==> config.mk <==
export PLATFORM = sky130hd
export DESIGN_NAME = draw_rect
export DESIGN_NICKNAME = d
export VERILOG_FILES = /design/src/rtl/vga_pkg.sv /design/src/rtl/vga_delay.sv /design/src/rtl/draw_rect.sv
export SDC_FILE = /design/constraint.sdc
export NUM_CORES = 1
export LEC_CHECK = 0
export ABC_AREA = 1
export CORE_UTILIZATION = 25
export CTS_CLUSTER_DIAMETER = 60
export DETAILED_ROUTE_END_ITERATION = 7
export GPL_TIMING_DRIVEN = 0
export PLACE_DENSITY = 0.47
export SYNTH_ARGS = -nofsm -noshare
export SYNTH_HDL_FRONTEND = slang
export SYNTH_SLANG_ARGS = --single-unit
==> constraint.sdc <==
create_clock -name clk -period 2.29 [get_ports clk]
set_input_delay 0.3435 -clock clk [delete_from_list [all_inputs] [get_ports clk]]
set_output_delay 0.3435 -clock clk [all_outputs]
set_load 0.01 [all_outputs]
==> src/rtl/vga_pkg.sv <==
// Shared VGA constants and types for the rectangle drawing path.
//
// Holds the rectangle geometry and colours used by both draw_rect and the
// rectangle controller, plus the bundled timing-bus type that travels
// through the pipeline alongside the pixel data.
//
// Contents:
//   W_OF_REC, H_OF_REC   default rectangle size in pixels
//   RECT_FILL_RGB        default interior colour (RGB 4:4:4)
//   RECT_BORDER_RGB      ring colour when RECT_BORDER_EN is defined
//   RECT_FLOOR_Y         lowest top-edge row the controller lets the rectangle reach
//   PIPE_DEL             clock latency of draw_rect
//   vga_timing_t         {hcount, hsync, hblnk, vcount, vsync, vblnk}
package vga_pkg;

    localparam int W_OF_REC = 48;
    localparam int H_OF_REC = 64;

    localparam logic [11:0] RECT_FILL_RGB   = 12'hFA0;
    localparam logic [11:0] RECT_BORDER_RGB = 12'h0F0;

    // The controller stops the rectangle so its bottom edge sits on line 600.
    localparam int RECT_FLOOR_Y = 601 - H_OF_REC;

    localparam int PIPE_DEL = 2;

    typedef struct packed {
        logic [10:0] hcount;
        logic        hsync;
        logic        hblnk;
        logic [10:0] vcount;
        logic        vsync;
        logic        vblnk;
    } vga_timing_t;

endpackage

==> src/rtl/vga_delay.sv <==
// Generic fixed-latency register pipeline.
//
// Delays i_data by CLK_DEL clocks. Every stage clears on the synchronous
// active-high reset, so the output reads zero while reset is held and
// refills over CLK_DEL clocks after it drops.
//
// Parameters:
//   WIDTH    bus width in bits
//   CLK_DEL  number of register stages (must be at least 1)
// Ports:
//   i_clk    clock
//   i_rst    synchronous active-high reset
//   i_data   bus to delay
//   o_data   bus delayed by CLK_DEL clocks
module vga_delay #(
    parameter int WIDTH   = 26,
    parameter int CLK_DEL = 2
) (
    input  logic             i_clk,
    input  logic             i_rst,
    input  logic [WIDTH-1:0] i_data,
    output logic [WIDTH-1:0] o_data
);

    logic [WIDTH-1:0] r_pipe [CLK_DEL];

    // Shift register: stage 0 takes the input, each later stage takes the one before it.
    always_ff @(posedge i_clk) begin
        if (i_rst) begin
            for (int i = 0; i < CLK_DEL; i++) begin
                r_pipe[i] <= '0;
            end
        end else begin
            r_pipe[0] <= i_data;
            for (int i = 1; i < CLK_DEL; i++) begin
                r_pipe[i] <= r_pipe[i-1];
            end
        end
    end

    assign o_data = r_pipe[CLK_DEL-1];

endmodule

==> src/rtl/draw_rect.sv <==
// draw_rect: overlays a solid rectangle on the VGA pixel stream.
//
// The rectangle's top-left corner (xpos, ypos) is captured once per frame on
// the rising edge of vblnk_in so a moving rectangle never tears. Every output
// is registered and delayed exactly 2 clocks from the inputs.
//
// Configuration macro: RECT_BORDER_EN
//   defined   - outermost 1-pixel ring drawn in RECT_BORDER_RGB, interior in RECT_COLOR
//   undefined - whole rectangle drawn in RECT_COLOR, no ring logic
//
// Parameters:
//   RECT_W, RECT_H  rectangle size in pixels (0 in either disables drawing)
//   RECT_COLOR      12-bit fill colour
// Ports:
//   clk, rst                      pixel clock, synchronous active-high reset
//   xpos, ypos      [11:0]        rectangle top-left corner from the controller
//   hcount_in/vcount_in [10:0]    pixel counters
//   hsync_in, hblnk_in, vsync_in, vblnk_in   timing strobes
//   rgb_in          [11:0]        background pixel
//   *_out                         the same signals, 2 clocks later, rgb with rectangle
import vga_pkg::*;

module draw_rect #(
    parameter int          RECT_W     = W_OF_REC,
    parameter int          RECT_H     = H_OF_REC,
    parameter logic [11:0] RECT_COLOR = RECT_FILL_RGB
) (
    input  logic        clk,
    input  logic        rst,
    input  logic [11:0] xpos,
    input  logic [11:0] ypos,
    input  logic [10:0] hcount_in,
    input  logic        hsync_in,
    input  logic        hblnk_in,
    input  logic [10:0] vcount_in,
    input  logic        vsync_in,
    input  logic        vblnk_in,
    input  logic [11:0] rgb_in,
    output logic [10:0] hcount_out,
    output logic        hsync_out,
    output logic        hblnk_out,
    output logic [10:0] vcount_out,
    output logic        vsync_out,
    output logic        vblnk_out,
    output logic [11:0] rgb_out
);

    localparam logic [12:0] RECT_W13 = 13'(RECT_W);
    localparam logic [12:0] RECT_H13 = 13'(RECT_H);

    logic [11:0] r_xQ;
    logic [11:0] r_yQ;
    logic        r_vblnkD;

    logic [11:0] r_rgbD1;
    logic        r_inRectD1;
    logic        r_blankD1;
    logic [11:0] r_rgbOut;

    vga_timing_t w_timingIn;
    vga_timing_t w_timingOut;

    logic [12:0] w_hcount13;
    logic [12:0] w_vcount13;
    logic [12:0] w_xEnd;
    logic [12:0] w_yEnd;
    logic        w_inRect;
    logic [11:0] w_rectColor;

    // Capture the controller's position only on the blank rising edge, so the
    // rectangle stays put for the whole visible part of a frame.
    always_ff @(posedge clk) begin
        if (rst) begin
            r_vblnkD <= 1'b0;
            r_xQ     <= '0;
            r_yQ     <= '0;
        end else begin
            r_vblnkD <= vblnk_in;
            if (vblnk_in && !r_vblnkD) begin
                r_xQ <= xpos;
                r_yQ <= ypos;
            end
        end
    end

    // Edge sums are 13 bits wide so a rectangle near the right edge of the
    // 12-bit position range cannot wrap around and match small counters.
    assign w_hcount13 = {2'b00, hcount_in};
    assign w_vcount13 = {2'b00, vcount_in};
    assign w_xEnd     = {1'b0, r_xQ} + RECT_W13;
    assign w_yEnd     = {1'b0, r_yQ} + RECT_H13;

    assign w_inRect = (w_hcount13 >= {1'b0, r_xQ}) && (w_hcount13 < w_xEnd) &&
                      (w_vcount13 >= {1'b0, r_yQ}) && (w_vcount13 < w_yEnd);

    // Stage 1: rectangle hit test plus the pixel and blanking state it gates.
    always_ff @(posedge clk) begin
        if (rst) begin
            r_rgbD1    <= '0;
            r_inRectD1 <= 1'b0;
            r_blankD1  <= 1'b0;
        end else begin
            r_rgbD1    <= rgb_in;
            r_inRectD1 <= w_inRect;
            r_blankD1  <= hblnk_in || vblnk_in;
        end
    end

`ifdef RECT_BORDER_EN
    logic r_onRingD1;
    logic w_onRing;

    // Ring test only matters inside the rectangle, which also keeps the
    // "-1" edges harmless for a zero-size rectangle.
    assign w_onRing = w_inRect &&
                      ((w_hcount13 == {1'b0, r_xQ}) || (w_hcount13 == w_xEnd - 13'd1) ||
                       (w_vcount13 == {1'b0, r_yQ}) || (w_vcount13 == w_yEnd - 13'd1));

    // Stage 1 ring flag, aligned with r_inRectD1.
    always_ff @(posedge clk) begin
        if (rst) begin
            r_onRingD1 <= 1'b0;
        end else begin
            r_onRingD1 <= w_onRing;
        end
    end

    // Colour of a rectangle pixel: border on the ring, fill elsewhere.
    always_comb begin
        w_rectColor = RECT_COLOR;
        if (r_onRingD1) begin
            w_rectColor = RECT_BORDER_RGB;
        end
    end
`else
    // Whole rectangle in the fill colour.
    always_comb begin
        w_rectColor = RECT_COLOR;
    end
`endif

    // Stage 2: paint the rectangle only in the visible area; blanking passes rgb through.
    always_ff @(posedge clk) begin
        if (rst) begin
            r_rgbOut <= '0;
        end else if (r_inRectD1 && !r_blankD1) begin
            r_rgbOut <= w_rectColor;
        end else begin
            r_rgbOut <= r_rgbD1;
        end
    end

    assign w_timingIn = '{hcount: hcount_in, hsync: hsync_in, hblnk: hblnk_in,
                          vcount: vcount_in, vsync: vsync_in, vblnk: vblnk_in};

    vga_delay #(
        .WIDTH   ($bits(vga_timing_t)),
        .CLK_DEL (PIPE_DEL)
    ) u_timingDelay (
        .i_clk  (clk),
        .i_rst  (rst),
        .i_data (w_timingIn),
        .o_data (w_timingOut)
    );

    assign hcount_out = w_timingOut.hcount;
    assign hsync_out  = w_timingOut.hsync;
    assign hblnk_out  = w_timingOut.hblnk;
    assign vcount_out = w_timingOut.vcount;
    assign vsync_out  = w_timingOut.vsync;
    assign vblnk_out  = w_timingOut.vblnk;
    assign rgb_out    = r_rgbOut;

endmodule

==> summary.md <==
| Metric | Value |
|---|---|
| Outcome | `finished clean` |
| Most used cell, CP | `nand2_1` |
| Placed Cells | `859` |
| Initial core utilization | `0.2579` |
| Critical Path End Type | `register` |
| Largest stage delay, worst path | `0.37 ns` |
| Mean Syn Cell Area | `7.990 um2` |
| Core area | `16,700 um2` |
| Non-filler cells, final | `876` |
| Hold/Removal Path Class | `reg2reg` |
| Vias | `3,372` |
| Die height | `133.3 um` |
| Grt ovf | `0` |
| Cell depth of the worst hold path | `2` |
| WHS Endpoint | `u_timingDelay.r_pipe[0][46]$_SDFF_PP0_` |
| Drt first pass iters | `4` |
| Top FF cell, synth | `dfxtp_1` |
| Setup Viol. Count Final | `0` |
| Register area share after synthesis | `0.4741` |
| Post-synth top area share | `0.4741` |
| RSZ-0062 raised after global routing | `no` |
| Most frequent cell after synthesis | `inv_1` |
| Slowest-stage cell, CP | `dfxtp_1` |
| Worst rel slew slack | `0.6045` |
| Die W | `133.3 um` |
| Critical Path, Cell by Cell | `inv_1 -> ha_1 -> inv_1 -> nand4_1 -> o21ai_1 -> o21ai_0 -> ha_1 -> a21o_1 -> nand2_1 -> nand2_1 -> nor2_1 -> nand2_1 -> nor2_2` |
| Root Driver | `clkbuf_16` |
| Reg-to-Reg End | `r_inRectD1$_SDFF_PP0_` |
| Synth unique cells | `27` |
| GPL Wtd Cong | `0.7775` |
| Dominant cell type by area after synthesis | `dfxtp_1` |
| Top cells by count, synth | `inv_1, dfxtp_1, nor2_1` |
| Synth top area cells | `dfxtp_1, ha_1, inv_1` |
| Largest net degree at the start of global routing | `18` |
| Hold_sp | `u_timingDelay.r_pipe[0][20]$_SDFF_PP0_` |
| WL final | `9704 um` |
| Critical path peak fanout | `4` |
| N_diodes | `0` |
| Ys async rst share | `0` |
| Critical Path AT | `2.37 ns` |
| Drt wl/cell | `11.08 um` |
| Pwr dens | `683.5 nW/um2` |
| CTS clk-pin slew, worst paths | `0.07 ns` |
| Io pins | `102` |
| Area Growth Syn to Fin | `36.43%` |
| Via-per-instance ratio | `3.849` |
| Detail Placement HPWL | `7887 um` |
| Fin. Hold Viols | `0` |
| DRT iter0 DRCs | `100` |
| Total track usage | `0.1176` |
| Synth Net Count | `639` |
| Layout net count | `751` |
| DRC | `0` |
| CP Data Required Time | `2.58 ns` |
| Maxcap violations | `0` |
| Slew of the pin with the lowest slew margin | `0.5933 ns` |
| Max-slew violations | `0` |
| WS Path Type | `reg2reg` |
| Share of post-route cells with drive strength above 1 | `0.08384` |
| Mapped Cells | `539` |
| Worst IR drop on VDD | `0.3800 mV` |
| Ys Warns | `0` |
| # rows | `47` |
| Post-route clock period utilization | `0.9068` |
| Die area | `17,760 um2` |
| Clk sink count | `102` |
| Synthesis-stage register bit count | `102` |
| Final Critical Period | `2.077 ns` |
| CTS Hold Bufs | `0` |
| Setup Skew | `0.006564 ns` |
| Number of global-route vias before repair | `3,317` |
| Worst reg2reg startpoint | `r_xQ[4]$_SDFFE_PP0P_` |
| Port bufs | `100` |
| CTS max path bufs | `2` |
| CP Launch Type | `register` |
| Setup TNS | `0 ns` |
| CTS buffer count | `9` |
| Htree depth | `3` |
| Initial antenna violation count | `1` |
| Lkg Pwr | `2.694 nW` |
| CTS tree | `yes` |
| Clk Latency, worst-skew pair | `0.35 ns` |
| Mapped Area | `4307 um2` |
| R2R cell count | `13` |
| Number of synthesized flops with an enable pin | `0` |
| FMAX | `481.6 MHz` |
| R2R Setup Slk | `0.21 ns` |
| First-pass GRT wire length | `16,040 um` |
| Routed Antenna Nets | `0` |
==> cell type report <==
class / instances / area [um2]
Clock buffer: 11 / 242.7
Buffer: 36 / 219.0
Tap cell: 220 / 275.3
Clock inverter: 5 / 42.54
Multi-Input combinational cell: 281 / 1593
Inverter: 120 / 452.9
Timing Repair Buffer: 101 / 1008
Fill cell: 1735 / 10830
Sequential cell: 102 / 2042
==> power by group <==
group | switching, mW | total [mW] | leakage, nW | internal, mW
Sequential | 0.0373 | 1.91 | 0.845 | 1.87
Clock | 0.696 | 1.48 | 0.130 | 0.779
Combinational | 0.317 | 0.632 | 1.72 | 0.314
Total | 1.05 | 4.02 | 2.69 | 2.97
==> worst max-delay path by stage <==
stage	start	slack, ns	cells after the start	endpoint
2_1_floorplan	r_xQ[4]$_SDFFE_PP0P_	0.35	13	r_inRectD1$_SDFF_PP0_
3_3_place_gp	r_xQ[4]$_SDFFE_PP0P_	0.08	13	r_inRectD1$_SDFF_PP0_
3_5_place_dp	r_xQ[4]$_SDFFE_PP0P_	0.09	13	r_inRectD1$_SDFF_PP0_
4_1_cts	r_xQ[4]$_SDFFE_PP0P_	0.06	13	r_inRectD1$_SDFF_PP0_
5_1_grt	r_xQ[4]$_SDFFE_PP0P_	0.002	13	r_inRectD1$_SDFF_PP0_
6_report	r_xQ[4]$_SDFFE_PP0P_	0.21	13	r_inRectD1$_SDFF_PP0_
==> cells in the final DEF (no fill, tap or decap), types with 6 or more instances in the layout <==
cell type        synthesis  layout
ha_1                    36      36
o21ai_1                 11      12
inv_2                    6       6
nand3_1                 16      16
inv_1                  112     112
buf_4                   22      23
nand2_1                 40      40
a21oi_1                 43      43
clkbuf_16                0       9
o21ai_0                 22      21
nor2_1                  87      87
dfxtp_1                102     102
nand4_1                  9       9
clkdlybuf4s50_1          0     100
clkbuf_1                12      13
==> per-layer routing <==
| layer | part of all wire | GRT usage |
|---|---|---|
| met1 | 0.46 | 0.1392 |
| met2 | 0.47 | 0.1956 |
| met3 | 0.056 | 0.03311 |
| met4 | 0.018 | 0.05682 |
| met5 | 0 | 0 |
==> flip-flops by register name, summed over array words and instances (netlist names) <==
name	count
r_xQ	12
r_inRectD1	1
u_timingDelay.r_pipe	52
r_blankD1	1
r_yQ	12
rgb_out	12
r_rgbD1	12
==> critical path: cells and delay by family (launching register included) <==
kind | cells | cell delay [ns]
compound gates | 3 | 0.45
fa+ha+maj | 2 | 0.55
simple gates | 6 | 0.52
flops | 1 | 0.37
buf+inv | 2 | 0.15
==> what timing repair did <==
item,CTS,global route
gates resized for setup,0,1
setup endpoints to repair,0,1
buffers inserted,0,1
==> metrics by stage <==
step / setup WS, ns / cell area [um2] / util / hold slack (ns) / power [mW]
floorplan: 0.3542 / 4307 / - / 0.3883 / 2.312
global placement: 0.07959 / 5583 / 0.3343 / 0.3926 / 2.580
detailed placement: 0.09010 / 5583 / 0.3343 / 0.3941 / 2.593
CTS: 0.05875 / 5868 / 0.3514 / 0.4034 / 4.071
global route: 0.002332 / 5876 / 0.3518 / 0.4148 / 4.250
finish: 0.2134 / 5876 / 0.3518 / 0.3995 / 4.016
==> cell families after synthesis <==
logic type                 synth area share
DFF                                  0.4741
xor gates and xnor gates            0.01017
and+or+nand+nor                      0.1612
adders and majority gates            0.1046
buffers and inverters                0.1560
AOI/OAI and AO/OA                   0.09384
No activity file was read; power rests on OpenSTA's default activity.
